## src/rtl/star_ctrl_pkg.sv

```systemverilog
// star_ctrl shared definitions: slot count, hit box size,
// constant star world positions and the controller state set.
package star_ctrl_pkg;

  localparam int NSLOT = 4;
  localparam int BOX   = 12;

  // Slot world positions, entry i belongs to slot i.
  localparam logic [3:0][9:0] SLOT_X = {
    10'd512, 10'd416, 10'd320, 10'd224
  };
  localparam logic [3:0][9:0] SLOT_Y = {
    10'd140, 10'd180, 10'd160, 10'd180
  };

  typedef enum logic {
    SCAN = 1'b0,
    DONE = 1'b1
  } state_e;

endpackage

```

## src/rtl/star_hit_cmp.sv

```systemverilog
// Box-overlap test between the character and one star.
// Ports: char_x_i/char_y_i, star_x_i/star_y_i in, hit_o out.
module star_hit_cmp
  import star_ctrl_pkg::*;
#(
  parameter int BOX_P = BOX
) (
  input  logic [9:0] char_x_i,
  input  logic [9:0] char_y_i,
  input  logic [9:0] star_x_i,
  input  logic [9:0] star_y_i,
  output logic       hit_o
);

  localparam logic [10:0] B = 11'(BOX_P);

  logic [10:0] cx;
  logic [10:0] cy;
  logic [10:0] sx;
  logic [10:0] sy;

  // Widened to 11 bits so box edges near 1023 never wrap.
  assign cx = {1'b0, char_x_i};
  assign cy = {1'b0, char_y_i};
  assign sx = {1'b0, star_x_i};
  assign sy = {1'b0, star_y_i};

  assign hit_o = (cx + B >= sx) && (cx <= sx + B)
              && (cy + B >= sy) && (cy <= sy + B);

endmodule

```

## src/rtl/star_ctrl.sv

```systemverilog
// Star collection controller: scans one slot per cycle
// through a shared hit comparator, counts collected stars.
// Ports: sys_clk, RST, char_X/char_Y, bg_pos, level_start,
// freeze, rd_idx in; rd_x/rd_y/rd_en, star_en,
// collect_pulse/collect_idx, star_count, all_done out.
module star_ctrl
  import star_ctrl_pkg::*;
#(
  parameter int NSLOT = star_ctrl_pkg::NSLOT,
  parameter int BOX   = star_ctrl_pkg::BOX
) (
  input  logic             sys_clk,
  input  logic             RST,
  input  logic [9:0]       char_X,
  input  logic [9:0]       char_Y,
  input  logic [9:0]       bg_pos,
  input  logic             level_start,
  input  logic             freeze,
  input  logic [1:0]       rd_idx,
  output logic [9:0]       rd_x,
  output logic [9:0]       rd_y,
  output logic             rd_en,
  output logic [NSLOT-1:0] star_en,
  output logic             collect_pulse,
  output logic [1:0]       collect_idx,
  output logic [3:0]       star_count,
  output logic             all_done
);

  localparam logic [NSLOT-1:0] ALL_ON = {NSLOT{1'b1}};

  state_e           state_q, state_d;
  logic [1:0]       ptr_q, ptr_d;
  logic [NSLOT-1:0] en_q, en_d;
  logic             pulse_q, pulse_d;
  logic [1:0]       idx_q, idx_d;
  logic [3:0]       cnt_q, cnt_d;

  logic             hit;
  logic [NSLOT-1:0] en_clr;
  logic             scan_go;

  star_hit_cmp #(
    .BOX_P (BOX)
  ) u_cmp (
    .char_x_i (char_X),
    .char_y_i (char_Y),
    .star_x_i (SLOT_X[ptr_q]),
    .star_y_i (SLOT_Y[ptr_q]),
    .hit_o    (hit)
  );

  assign en_clr  = en_q & ~(NSLOT'(1) << ptr_q);
  assign scan_go = !level_start && !freeze
                && (state_q == SCAN);

  always_comb begin
    state_d = state_q;
    ptr_d   = ptr_q;
    en_d    = en_q;
    pulse_d = 1'b0;
    idx_d   = idx_q;
    cnt_d   = cnt_q;
    unique case (1'b1)
      level_start: begin
        // Re-arm wins over any hit seen this cycle.
        state_d = SCAN;
        ptr_d   = 2'd0;
        en_d    = ALL_ON;
      end
      scan_go: begin
        ptr_d = ptr_q + 2'd1;
        if (en_q[ptr_q] && hit) begin
          en_d    = en_clr;
          pulse_d = 1'b1;
          idx_d   = ptr_q;
          if (cnt_q != 4'hF)
            cnt_d = cnt_q + 4'd1;
          if (en_clr == '0)
            state_d = DONE;
        end
      end
      default: ;
    endcase
  end

  always_ff @(posedge sys_clk or posedge RST) begin
    if (RST) begin
      state_q <= SCAN;
      ptr_q   <= 2'd0;
      en_q    <= ALL_ON;
      pulse_q <= 1'b0;
      idx_q   <= 2'd0;
      cnt_q   <= 4'd0;
    end else begin
      state_q <= state_d;
      ptr_q   <= ptr_d;
      en_q    <= en_d;
      pulse_q <= pulse_d;
      idx_q   <= idx_d;
      cnt_q   <= cnt_d;
    end
  end

  assign star_en       = en_q;
  assign collect_pulse = pulse_q;
  assign collect_idx   = idx_q;
  assign star_count    = cnt_q;
  assign all_done      = (state_q == DONE);

  // Screen X wraps modulo 1024 by 10-bit truncation.
  assign rd_x  = SLOT_X[rd_idx] - bg_pos;
  assign rd_y  = SLOT_Y[rd_idx];
  assign rd_en = en_q[rd_idx];

endmodule

```

## config.mk

```make
export PLATFORM = sky130hd
export DESIGN_NAME = star_ctrl
export DESIGN_NICKNAME = d
export VERILOG_FILES = /design/src/rtl/star_ctrl_pkg.sv /design/src/rtl/star_hit_cmp.sv /design/src/rtl/star_ctrl.sv
export SDC_FILE = /design/constraint.sdc
export NUM_CORES = 1
export LEC_CHECK = 0
export ABC_AREA = 1
export ABC_CLOCK_PERIOD_IN_PS = 9300
export BUFFER_PORTS_ARGS = -buffer_cell sky130_fd_sc_hd__buf_2
export CAP_MARGIN = 20
export CORE_ASPECT_RATIO = 0.6
export CORE_MARGIN = 8
export CORE_UTILIZATION = 45
export CTS_BUF_LIST = sky130_fd_sc_hd__clkbuf_2 sky130_fd_sc_hd__clkbuf_4 sky130_fd_sc_hd__clkbuf_8
export DETAILED_ROUTE_END_ITERATION = 7
export PLACE_DENSITY = 0.7
export SLEW_MARGIN = 10
export SYNTH_ARGS = -nofsm -noshare
export SYNTH_HDL_FRONTEND = slang
export SYNTH_HIERARCHICAL = 1
export SYNTH_SLANG_ARGS = --single-unit
export TNS_END_PERCENT = 1
```

## constraint.sdc

```tcl
create_clock -name sys_clk -period 9.3 [get_ports sys_clk]
set_clock_uncertainty 0.1 [all_clocks]
set_input_delay 1.395 -clock sys_clk [delete_from_list [all_inputs] [get_ports sys_clk]]
set_output_delay 1.395 -clock sys_clk [all_outputs]
set_load 0.03 [all_outputs]
```

==> results.json <==
{
  "status": "finished clean",
  "crit_fanout": 6,
  "clk_pin_slew_ns": 0.06,
  "syn-mean-instance-area_um2": 6.79,
  "cp_num_buf_inv": 3,
  "clock_latency_ns": 0.25,
  "grt_use_met3": 0.0211,
  "cp_data_required_time_ns": 7.81,
  "clkSinkCount": 14,
  "critPathLaunchType": "primary input",
  "final_common_cell": "nand2_1",
  "crit_chain": "buf_2 > inv_1 > ha_1 > ha_1 > a21oi_1 > a21boi_0 > nand3_1 > nand2_1 > buf_2",
  "antenna_found_initial": 0,
  "synth_top_area_share": 0.258,
  "area_delta_synth_final_pct": 18.2,
  "die_x_um": 117,
  "cp_top_family": "adder cells",
  "ys_seq_area_frac": 0.129,
  "grt_remaining_overflow": 0,
  "hp-class": "register to register",
  "timing.final.crit_share": 0.489,
  "timing.fmax_mhz": 220,
  "maxCapViolCount": 0,
  "synthTopCellsByArea": "ha_1 26%, nand2_1 14%, dfrtp_1 9.1%",
  "drt_wl_total_mm": 6.58,
  "busiest_layer": "met2",
  "fin_crit_ns": 4.55,
  "dp_worst_setup_slack_ns": 4.75,
  "grtUsageTotal": 0.146,
  "relSlewSlack": 0.646,
  "dp_cells": 570,
  "p_leak_nw": 1.92,
  "cts_max_path_buffers": 2,
  "cts_tree": "yes",
  "yosysWarnings": 6,
  "ys_seq_elements": 14,
  "wl_per_cell_um": 11.5,
  "syn_area_mm2": 0.00276,
  "finalSetupTns_ns": 0,
  "rsz0062_at_grt": "no",
  "grt_use_met2": 0.230,
  "worstSetupEndpointType": "primary output",
  "drive_gt1_frac": 0.218,
  "final_cells": 574,
  "num_rows": 22,
  "place.gp.congestion": 0.838,
  "max_stage_delay_ns": 0.32,
  "cts-root-buf": "clkbuf_8",
  "layout.nets": 584,
  "initial_core_util": 0.458,
  "use_met1": 0.210,
  "layout_setup_ws_ns": 4.75,
  "die_h_um": 76.7,
  "drc": 0,
  "final-hold-violation-count": 0,
  "synthesis.instances": 407,
  "final_cell_mix": "100 x nand2_1, 62 x inv_1, 62 x buf_2, 57 x ha_1",
  "drtIter0Drc": 130,
  "maxSlewViolCount": 0,
  "ctsResizeCount": 0,
  "setup_viol": 0,
  "crit_path_top_delay_cell": "ha_1",
  "grt_max_degree": 15,
  "num_vias": 2623,
  "numPortBuffers": 62,
  "tightest_slew_ns": 0.531,
  "post_cts_buffers": 0,
  "firstDrtPassIters": 4,
  "die-area_mm2": 0.00899,
  "worstSetupPathType": "primary input to primary output",
  "h-tree-depth": 1,
  "coreArea_mm2": 0.00603,
  "grt_pass1_wl_mm": 11.1,
  "dpl.hpwl_mm": 5.85,
  "yosysTopAreaCell": "ha_1",
  "insertedDiodeCount": 0,
  "ys_types": 38,
  "arrival_ns": 3.05,
  "ioPinCount": 69,
  "cts_buffers": 3,
  "avgViaCountPerCell": 4.57,
  "postRouteAntennaNets": 0,
  "p_per_area_mw_per_mm2": 104,
  "irDropWorstVdd_uv": 53.2,
  "holdBufCountCts": 0,
  "grt_pass1_vias": 2449
}
-- kinds of logic (layout without fill, tap and decap cells) --
logic type / Yosys count / after routing / synth area share
compound gates: 38 / 38 / 0.0819
flops: 14 / 14 / 0.129
xor+xnor: 32 / 32 / 0.101
buf+inv: 89 / 148 / 0.132
other cells: 2 / 26 / 0.00272
fa+ha+maj: 57 / 57 / 0.258
simple gates: 175 / 175 / 0.295
-- per-layer routing --
metal | vias to the layer above | wire (um)
li1 | 1415 | -
met1 | 1171 | 3470
met2 | 35 | 2870
met3 | 2 | 231
met4 | 0 | 14
met5 | - | 0
-- final timing paths --
check	to	slack (ns)	cells after the start	startpoint
min in group asynchronous	collect_pulse	1.07	2	RST
worst max register to register	star_count[3]	5.79	21	ptr_q[1]
worst min-delay path	collect_idx[0]	0.41	2	collect_idx[0]
worst max-delay path	rd_x[9]	4.75	9	rd_idx[0]
worst min register to register	collect_idx[0]	0.41	2	collect_idx[0]
max in group asynchronous	star_en[2]	7.66	2	RST
-- metrics by stage --
stage           util  hold slack [ns]  power [mW]  instance area (um^2)
2_1_floorplan      -            0.462       0.230                  2850
3_3_place_gp   0.534            0.385       0.276                  3220
3_5_place_dp   0.534            0.398       0.281                  3220
4_1_cts        0.542            0.413       0.339                  3270
5_1_grt        0.542            0.428       0.370                  3270
6_report       0.542            0.406       0.338                  3270
-- state kept, by name (all words and copies together), names as in the netlist --
register	count
all_done	1
collect_idx	2
collect_pulse	1
ptr_q	2
star_count	4
star_en	4
-- worst min-delay path: stages, from the launching register on --
cell and delay (ns):
dfrtp_1 0.35, nand2_1 0.06, o21ai_0 0.06
-- synthesized netlist by cell type, drive strengths merged --
cell,count
nand3b,3
nor2,26
ha,57
conb,2
inv,79
nand4,4
xor2,20
or2,1
xnor2,12
a21oi,23
o21bai,2
and3,2
a21boi,1
o22ai,1
o21a,1
a31oi,1
nor3,6
clkinv,3
nand2,104
buf,7
dfstp,4
nand3,29
a21o,2
dfrtp,10
o21ai,6
a22o,1
-- where the power goes --
part	leakage [nW]	switching [mW]	internal (mW)
registers	0.179	0.00936	0.0691
clock network	0.0262	0.0227	0.0333
logic	1.71	0.130	0.0734
-- cell type report --
cell class | instances | area (um^2)
fill | 603 | 2760
multi-input combinational | 328 | 2130
sequential | 14 | 355
inverter | 82 | 313
timing repair buffer | 62 | 310
tap | 84 | 105
clock buffer | 4 | 48.8
(Power assumes the default switching activity.)
